--- src/rtl/logic_gate_pkg.sv ---
// Shared op codes, FSM states and per-bit gate helpers for the gate stream unit.
package logic_gate_pkg;

    localparam logic [2:0] OP_AND    = 3'b000;
    localparam logic [2:0] OP_OR     = 3'b001;
    localparam logic [2:0] OP_XOR    = 3'b010;
    localparam logic [2:0] OP_NAND   = 3'b011;
    localparam logic [2:0] OP_NOR    = 3'b100;
    localparam logic [2:0] OP_XNOR   = 3'b101;
    localparam logic [2:0] OP_PASS_A = 3'b110;
    localparam logic [2:0] OP_NOT_A  = 3'b111;

    typedef enum logic {
        ST_IDLE = 1'b0,
        ST_ACC  = 1'b1
    } state_t;

    // Non-inverted family of a gate: AND/OR/XOR, or pass-through of x.
    function automatic logic gate_base(input logic [2:0] op, input logic x, input logic y);
        case (op)
            OP_AND, OP_NAND: gate_base = x & y;
            OP_OR,  OP_NOR:  gate_base = x | y;
            OP_XOR, OP_XNOR: gate_base = x ^ y;
            default:         gate_base = x;
        endcase
    endfunction

    // Gates whose final result is the complement of their base family.
    function automatic logic op_inverts(input logic [2:0] op);
        op_inverts = (op == OP_NAND) || (op == OP_NOR) || (op == OP_XNOR) || (op == OP_NOT_A);
    endfunction

    // Map any op onto its non-inverting base code.
    function automatic logic [2:0] op_base(input logic [2:0] op);
        case (op)
            OP_NAND:  op_base = OP_AND;
            OP_NOR:   op_base = OP_OR;
            OP_XNOR:  op_base = OP_XOR;
            OP_NOT_A: op_base = OP_PASS_A;
            default:  op_base = op;
        endcase
    endfunction

endpackage

--- src/rtl/gate_bitwise.sv ---
// Combinational WIDTH-bit gate: f = op(x, y), applied independently per bit.
module gate_bitwise
    import logic_gate_pkg::*;
#(
    parameter int WIDTH = 8
) (
    input  logic [2:0]       op,
    input  logic [WIDTH-1:0] x,
    input  logic [WIDTH-1:0] y,
    output logic [WIDTH-1:0] f
);

    // Per-bit gate evaluation; no carries between bits.
    always_comb begin
        f = '0;
        for (int i = 0; i < WIDTH; i++) begin
            f[i] = gate_base(op, x[i], y[i]) ^ op_inverts(op);
        end
    end

endmodule

--- src/rtl/logic_gate_stream.sv ---
// Registered valid/ready gate unit with optional DEPTH-beat accumulate mode.
module logic_gate_stream
    import logic_gate_pkg::*;
#(
    parameter int WIDTH = 8,
    parameter int DEPTH = 4
) (
    input  logic             clk,
    input  logic             rst,
    input  logic             in_valid,
    output logic             in_ready,
    input  logic [WIDTH-1:0] a,
    input  logic [WIDTH-1:0] b,
    input  logic [2:0]       op,
    input  logic             acc_mode,
    output logic             out_valid,
    input  logic             out_ready,
    output logic [WIDTH-1:0] y,
    output logic             out_last
);

    localparam int CW = $clog2(DEPTH + 1);

    state_t           state_q, state_d;
    logic [CW-1:0]    cnt_q, cnt_d;
    logic [WIDTH-1:0] acc_q, acc_d;
    logic [2:0]       op_q, op_d;
    logic             mode_q, mode_d;
    logic             out_valid_q, out_valid_d;
    logic [WIDTH-1:0] y_q, y_d;
    logic             out_last_q, out_last_d;

    logic             accept;
    logic [2:0]       cur_op, base_op;
    logic             cur_mode;
    logic [WIDTH-1:0] beat_base, comb_x, comb_f, acc_next;

    assign in_ready  = !out_valid_q || out_ready;
    assign accept    = in_valid && in_ready;
    assign out_valid = out_valid_q;
    assign y         = y_q;
    assign out_last  = out_last_q;

    // Burst regs own op/mode once a burst is open; otherwise the live inputs apply.
    always_comb begin
        cur_op   = (state_q == ST_ACC) ? op_q   : op;
        cur_mode = (state_q == ST_ACC) ? mode_q : acc_mode;
        base_op  = op_base(cur_op);
        // First beat combines with the family identity so one datapath serves every beat.
        if (base_op == OP_PASS_A)
            comb_x = beat_base;
        else if (state_q == ST_ACC)
            comb_x = acc_q;
        else if (base_op == OP_AND)
            comb_x = '1;
        else
            comb_x = '0;
        acc_next = comb_f ^ {WIDTH{op_inverts(cur_op)}};
    end

    gate_bitwise #(.WIDTH(WIDTH)) u_beat (
        .op (base_op),
        .x  (a),
        .y  (b),
        .f  (beat_base)
    );

    gate_bitwise #(.WIDTH(WIDTH)) u_comb (
        .op (cur_op),
        .x  (comb_x),
        .y  (beat_base),
        .f  (comb_f)
    );

    // Next-state: FSM, beat counter, accumulator and 1-entry output register.
    always_comb begin
        state_d     = state_q;
        cnt_d       = cnt_q;
        acc_d       = acc_q;
        op_d        = op_q;
        mode_d      = mode_q;
        out_valid_d = out_valid_q && !out_ready;
        y_d         = y_q;
        out_last_d  = out_last_q;
        if (accept) begin
            if (!cur_mode || (DEPTH == 1) ||
                ((state_q == ST_ACC) && (cnt_q == CW'(DEPTH - 1)))) begin
                y_d         = comb_f;
                out_valid_d = 1'b1;
                out_last_d  = 1'b1;
                cnt_d       = '0;
                state_d     = ST_IDLE;
            end else begin
                acc_d = acc_next;
                cnt_d = cnt_q + CW'(1);
                if (state_q == ST_IDLE) begin
                    op_d    = op;
                    mode_d  = acc_mode;
                    state_d = ST_ACC;
                end
            end
        end
    end

    // State registers with synchronous reset.
    always_ff @(posedge clk) begin
        if (rst) begin
            state_q     <= ST_IDLE;
            cnt_q       <= '0;
            acc_q       <= '0;
            op_q        <= OP_AND;
            mode_q      <= 1'b0;
            out_valid_q <= 1'b0;
            y_q         <= '0;
            out_last_q  <= 1'b0;
        end else begin
            state_q     <= state_d;
            cnt_q       <= cnt_d;
            acc_q       <= acc_d;
            op_q        <= op_d;
            mode_q      <= mode_d;
            out_valid_q <= out_valid_d;
            y_q         <= y_d;
            out_last_q  <= out_last_d;
        end
    end

endmodule

--- config.mk ---
export PLATFORM = sky130hd
export DESIGN_NAME = logic_gate_stream
export DESIGN_NICKNAME = d
export VERILOG_FILES = /design/src/rtl/logic_gate_pkg.sv /design/src/rtl/gate_bitwise.sv /design/src/rtl/logic_gate_stream.sv
export SDC_FILE = /design/constraint.sdc
export NUM_CORES = 1
export LEC_CHECK = 0
export CAP_MARGIN = 5
export CORE_UTILIZATION = 55
export CTS_BUF_LIST = sky130_fd_sc_hd__clkbuf_4
export DETAILED_ROUTE_END_ITERATION = 7
export HOLD_SLACK_MARGIN = 0.12
export PLACE_DENSITY = 0.85
export SYNTH_ARGS = -nofsm -noshare
export SYNTH_HDL_FRONTEND = slang
export SYNTH_HIERARCHICAL = 1
export SYNTH_SLANG_ARGS = --single-unit
--- constraint.sdc ---
create_clock -name clk -period 5.05 [get_ports clk]
set_clock_uncertainty 0.05 [all_clocks]
set_input_delay 0.7575 -clock clk [delete_from_list [all_inputs] [get_ports clk]]
set_output_delay 0.7575 -clock clk [all_outputs]
set_load 0.03 [all_outputs]
; After elaboration in Yosys (flattened, before gate mapping)
; Index checks and enable logic that the tools add are counted.
[totals]
in_bits = 24
reg_bits = 26
wordCells = 139
[classes]
n_addsub = 1
n_reduce_logical = 24
bitwise = 66
n_mux = 26
n_eq_ne = 14
[op_table]
columns = cell, count
row1 = one-hot mux 1 bit (3 select lines), 16
row2 = XOR 1 bit, 32
row3 = two-way mux 8 bit, 3
row4 = == test 3 bit (second input constant), 7
row5 = AND 1 bit, 16
row6 = OR 1 bit, 16
row7 = == test 3 x 2 -> 1 bit (second input constant), 5
row8 = one-hot mux 3 bit (4 select lines), 1
row9 = OR reduction 2 bit, 6
row10 = logical OR 1 bit, 8
row11 = XOR 8 bit, 1
row12 = == test 3 x 1 -> 1 bit (second input constant), 2
row13 = zero test 3 bit, 2
row14 = two-way mux 3 bit, 2
row15 = two-way mux 1 bit, 4
row16 = AND reduction 2 bit, 2
row17 = adder 3 x 1 -> 3 bit (second input constant), 1
row18 = logical AND 1 bit, 3
row19 = zero test 1 bit, 3
row20 = inverter 1 bit, 1

; Longest topological paths before layout
[logic_depth]
ltp_word = 13
ltp_mapped = 20

; Hierarchy
; Netlist, hierarchy kept.
[modules_own_cells]
columns = mod, n_inst, cells_per_inst, area_per_inst_um2
row1 = logic_gate_stream, 1, 148, 1268.7
row2 = gate_bitwise (u_beat), 1, 110, 874.6
row3 = gate_bitwise (u_comb), 1, 112, 864.6

; Worst setup path after synthesis
; Ideal clock, no wire load.
[synth_path]
path_kind = input port to flip-flop
startpoint = in op[0]
endpoint = reg acc_q[4]
arrival_ns = 3.842
stages = 16
path_buffers = 2
setup_ns = 0.086
slack_ns = 1.073
t_required_ns = 4.914
path_cell_list = mux2i_1 > inv_1 > a21oi_1 > buf_4 > clkbuf_1 > o22ai_1 > a221oi_1 > nand2_1 > o21ai_0 > inv_1 > ha_1 > a21oi_1 > o22ai_1 > a221oi_1 > xnor2_1 > a211oi_1
[synth_via]
elab_chain_cells = 13
elab_cells_between_ends = 40
[synth_lines]
columns = element, line_no
row1 = start: declaration, logic_gate_stream.sv:14  ; input logic [2:0] op,
row2 = two-way mux 3 bit *, --
row3 = named net cur_op[0], logic_gate_stream.sv:34  ; logic [2:0] cur_op, base_op;
row4 = == test 3 bit or == test 3 x 2 -> 1 bit (tied branches), logic_gate_pkg.sv:35  ; case (op)
row5 = one-hot mux 3 bit (4 select lines) *, logic_gate_pkg.sv:35
row6 = named net base_op[1], logic_gate_stream.sv:34
row7 = branches (longest 4 deep; another with == test 3 x 2 -> 1 bit), --
row8 = XOR 1 bit *, gate_bitwise.sv:17  ; f[i] = gate_base(op, x[i], y[i]) ^ op_inverts(op);
row9 = named net beat_base[4], logic_gate_stream.sv:36  ; logic [WIDTH-1:0] beat_base, comb_x, comb_f, acc_next;
row10 = two-way mux 8 bit *, logic_gate_stream.sv:50  ; if (base_op == OP_PASS_A)
row11 = named net comb_x[4], logic_gate_stream.sv:36
row12 = XOR 1 bit (tied with other cells), logic_gate_pkg.sv:23  ; OP_XOR, OP_XNOR: gate_base = x ^ y;
row13 = one-hot mux 1 bit (3 select lines) *, logic_gate_pkg.sv:20  ; case (op)
row14 = XOR 1 bit *, gate_bitwise.sv:17
row15 = named net comb_f[4], logic_gate_stream.sv:36
row16 = XOR 8 bit *, logic_gate_stream.sv:58  ; acc_next = comb_f ^ {WIDTH{op_inverts(cur_op)}};
row17 = end signal: assignment, logic_gate_stream.sv:110  ; acc_q <= '0;
row18 = end signal: assignment, logic_gate_stream.sv:119  ; acc_q <= acc_d;
row19 = end: declaration, logic_gate_stream.sv:26  ; logic [WIDTH-1:0] acc_q, acc_d;
; Mark *: on every way through the listed nets, which the timed path passes.
; A chain may end at the register's enable or synchronous reset.

; Final worst setup path
[layout_path]
startpoint = in op[0]
endpoint = reg acc_q[5]
; The elaborated chain is that of the path after synthesis.

==> metrics.yaml <==
grt_max_degree: 36
clkLatencyLatePin_ps: 320
path_max_fanout: 17
yosysWarningCount: 6
finalCritPeriodShare: 0.8929
p_switching_w: 0.0003667
synth_top_area_share: 0.1730
fin_crit_ps: 4509
async_reset_ff_frac: 0
swShare: 0.3994
routed_wl_um: 6310
clockPowerShare: 0.156
grt_util_all_layers: 0.2202
num-nets-final: 453
cts.htree.levels: 1
max_clock_freq_mhz: 221.8
vdd_drop_max_v: 0.0001897
status: "complete, no violations"
critical_path.cell_chain: "clkdlybuf4s50_1, mux2i_1, inv_1, a21oi_1, buf_4, inv_1, mux2i_1, nor3_1, a221oi_1, buf_4, nand2_1, o21ai_0, inv_1, ha_1, mux2i_1, o22ai_1, a221oi_1, xnor2_1, a211oi_1"
syn_to_final_growth_pct: 13.81
setup_tns_ps: 0
dieWidth_um: 75.95
stdcell_count: 464
synthDistinctLibCells: 42
syn_nets: 428
die_height_um: 75.95
cts_tree: "built"
path_clk_slew_ps: 150
worstPathRequired_ps: 5240
cap_viol_max_count: 0
synth_edf_count: 0
synthTopCellsByCount: "49 x inv_1, 38 x nor2_1, 34 x ha_1, 34 x mux2i_1, 26 x dfxtp_1"
io_buffers: 34
start_util: 0.5815
clkSinkCount: 26
layout-drive-gt1-share: 0.09898
placed_cells: 460
crit_path_end_kind: "register"
worstMarginPinSlew_ps: 919.4
finalMaxSlewViolations: 0
root_buffer: "clkbuf_4"
via_count: 2594
row_count: 26
final_hold_viol_count: 0
drcViolationCount: 0
cts_made_buffers: 3
ys_ff_latch: 26
cts_hold_buffers: 0
synth_seq_area_share: 0.1730
routabilityCongestion: 0.8117
cts_resized: 0
vias_per_cell: 5.591
netlist_instances: 370
antennaDiodeCount: 0
worstPathArrival_ps: 4700
maxSlewHeadroom: 0.3852
synth.largest_area_cell: "dfxtp_1"
hp-class: "register to register"
syn_avg_cell_area_um2: 8.129
path_class: "input pin to register"
pin_count: 35
critPathMaxStageDelay_ps: 430
pwr-share-comb: 0.585
slowest_stage: "clkdlybuf4s50_1"
ant_nets: 0
grt_antenna_before_repair: 0
fin_hold_ws_ps: 406.2
dr.pass1.iters: 4
dieArea_mm2: 0.005768
yosys-top-cells-area: "dfxtp_1 17%, ha_1 14%, mux2i_1 11%"
seqPwrFrac: 0.259
drt-initial-drc-count: 101
grt_pass1_wl_um: 10870
wl_per_cell_um: 13.60
setup_viol: 0
core_mm2: 0.005172
clock_path_buffers: 2
rsz0062_at_grt: "false"
grt_overflow: 0
power_density_mw_per_mm2: 268.2
cp-start-kind: "input pin"
first_global_vias: 2430
postCtsSetupBuffers: 0
p_leak_nw: 1.478
yosysMostFrequentCell: "inv_1"
internal_power_w: 0.0005514
dpl.hpwl_um: 4854
synth_area_mm2: 0.003008
ys.flop_type: "dfxtp_1"
==> through the flow <==
| step | cell area (um2) | utilization | setup slack, ps | total power (W) |
|---|---|---|---|---|
| after floorplan | 3008 | - | 1073 | 0.0006601 |
| after global placement | 3371 | 0.6517 | 339.7 | 0.0007559 |
| after detailed placement | 3371 | 0.6517 | 204.3 | 0.0007770 |
| after CTS | 3423 | 0.6618 | 534.1 | 0.0009186 |
| after global routing | 3423 | 0.6618 | 124.6 | 0.0009878 |
| final | 3423 | 0.6618 | 541.0 | 0.0009180 |
==> final cells by class <==
type                    count  area [um2]
repair buffers             44       427.9
multi-input cells         271        2151
well taps                  70       87.58
flip-flops and latches     26       520.5
clock inverters             1       30.03
fillers                   418        1749
inverters                  49       183.9
clock buffers               3       22.52
==> flip-flops by register name, summed over array words and instances, names as in the netlist <==
register	count
acc_q	8
y	8
cnt_q	3
op_q	3
mode_q	1
out_last	1
out_valid	1
state_q	1
==> layout by cell type, fill, tap and decap left out, types with 10 or more instances in the layout <==
cell / Yosys / routed
a21oi_1: 20 / 20
dfxtp_1: 26 / 26
mux2i_1: 34 / 34
o211ai_1: 10 / 10
nor2_1: 38 / 37
a211oi_1: 13 / 13
inv_1: 49 / 49
clkdlybuf4s50_1: 0 / 34
ha_1: 34 / 34
nand2_1: 20 / 20
==> power groups by stage <==
stage                     logic, W  registers (W)  clock network (W)
after global routing      0.000595       0.000241           0.000153
after global placement    0.000514       0.000242                  0
after detailed placement  0.000535       0.000242                  0
after CTS                 0.000537       0.000238           0.000144
final                     0.000537       0.000238           0.000143
after floorplan           0.000405       0.000256                  0
==> kinds of logic (layout without fill, tap and decap cells) <==
logic type	after synthesis	count (layout)	share of synthesized area
and+or+nand+nor	96	96	0.1606
AOI/OAI and AO/OA	82	82	0.1997
buffers and inverters	73	97	0.1127
muxes	44	44	0.1689
adders and majority gates	34	34	0.1414
DFF	26	26	0.1730
xor gates and xnor gates	15	15	0.04368
==> worst paths after layout <==
kind | startpoint | to | slack (ps) | depth (start not counted)
setup / recovery | op[0] | acc_q[5] | 540 | 19
hold / removal | out_last | out_last | 410 | 2
setup reg to reg | state_q | acc_q[5] | 570 | 18
hold reg to reg | out_last | out_last | 410 | 2
==> per-layer routing <==
layer	up-vias	GRT usage	routed length [um]
met5	-	0	0
met4	0	0.04038	76
met3	10	0.02169	220
met2	60	0.3845	2974
met1	1180	0.2957	3039
li1	1344	-	-
==> critical path: cells and delay by family <==
kind,cells,cell delay [ps]
AOI/OAI and AO/OA,6,1430
xor gates and xnor gates,1,130
adders and majority gates,1,300
buffers and inverters,6,1270
muxes,3,690
and+or+nand+nor,2,110
(Power assumes the default switching activity.)
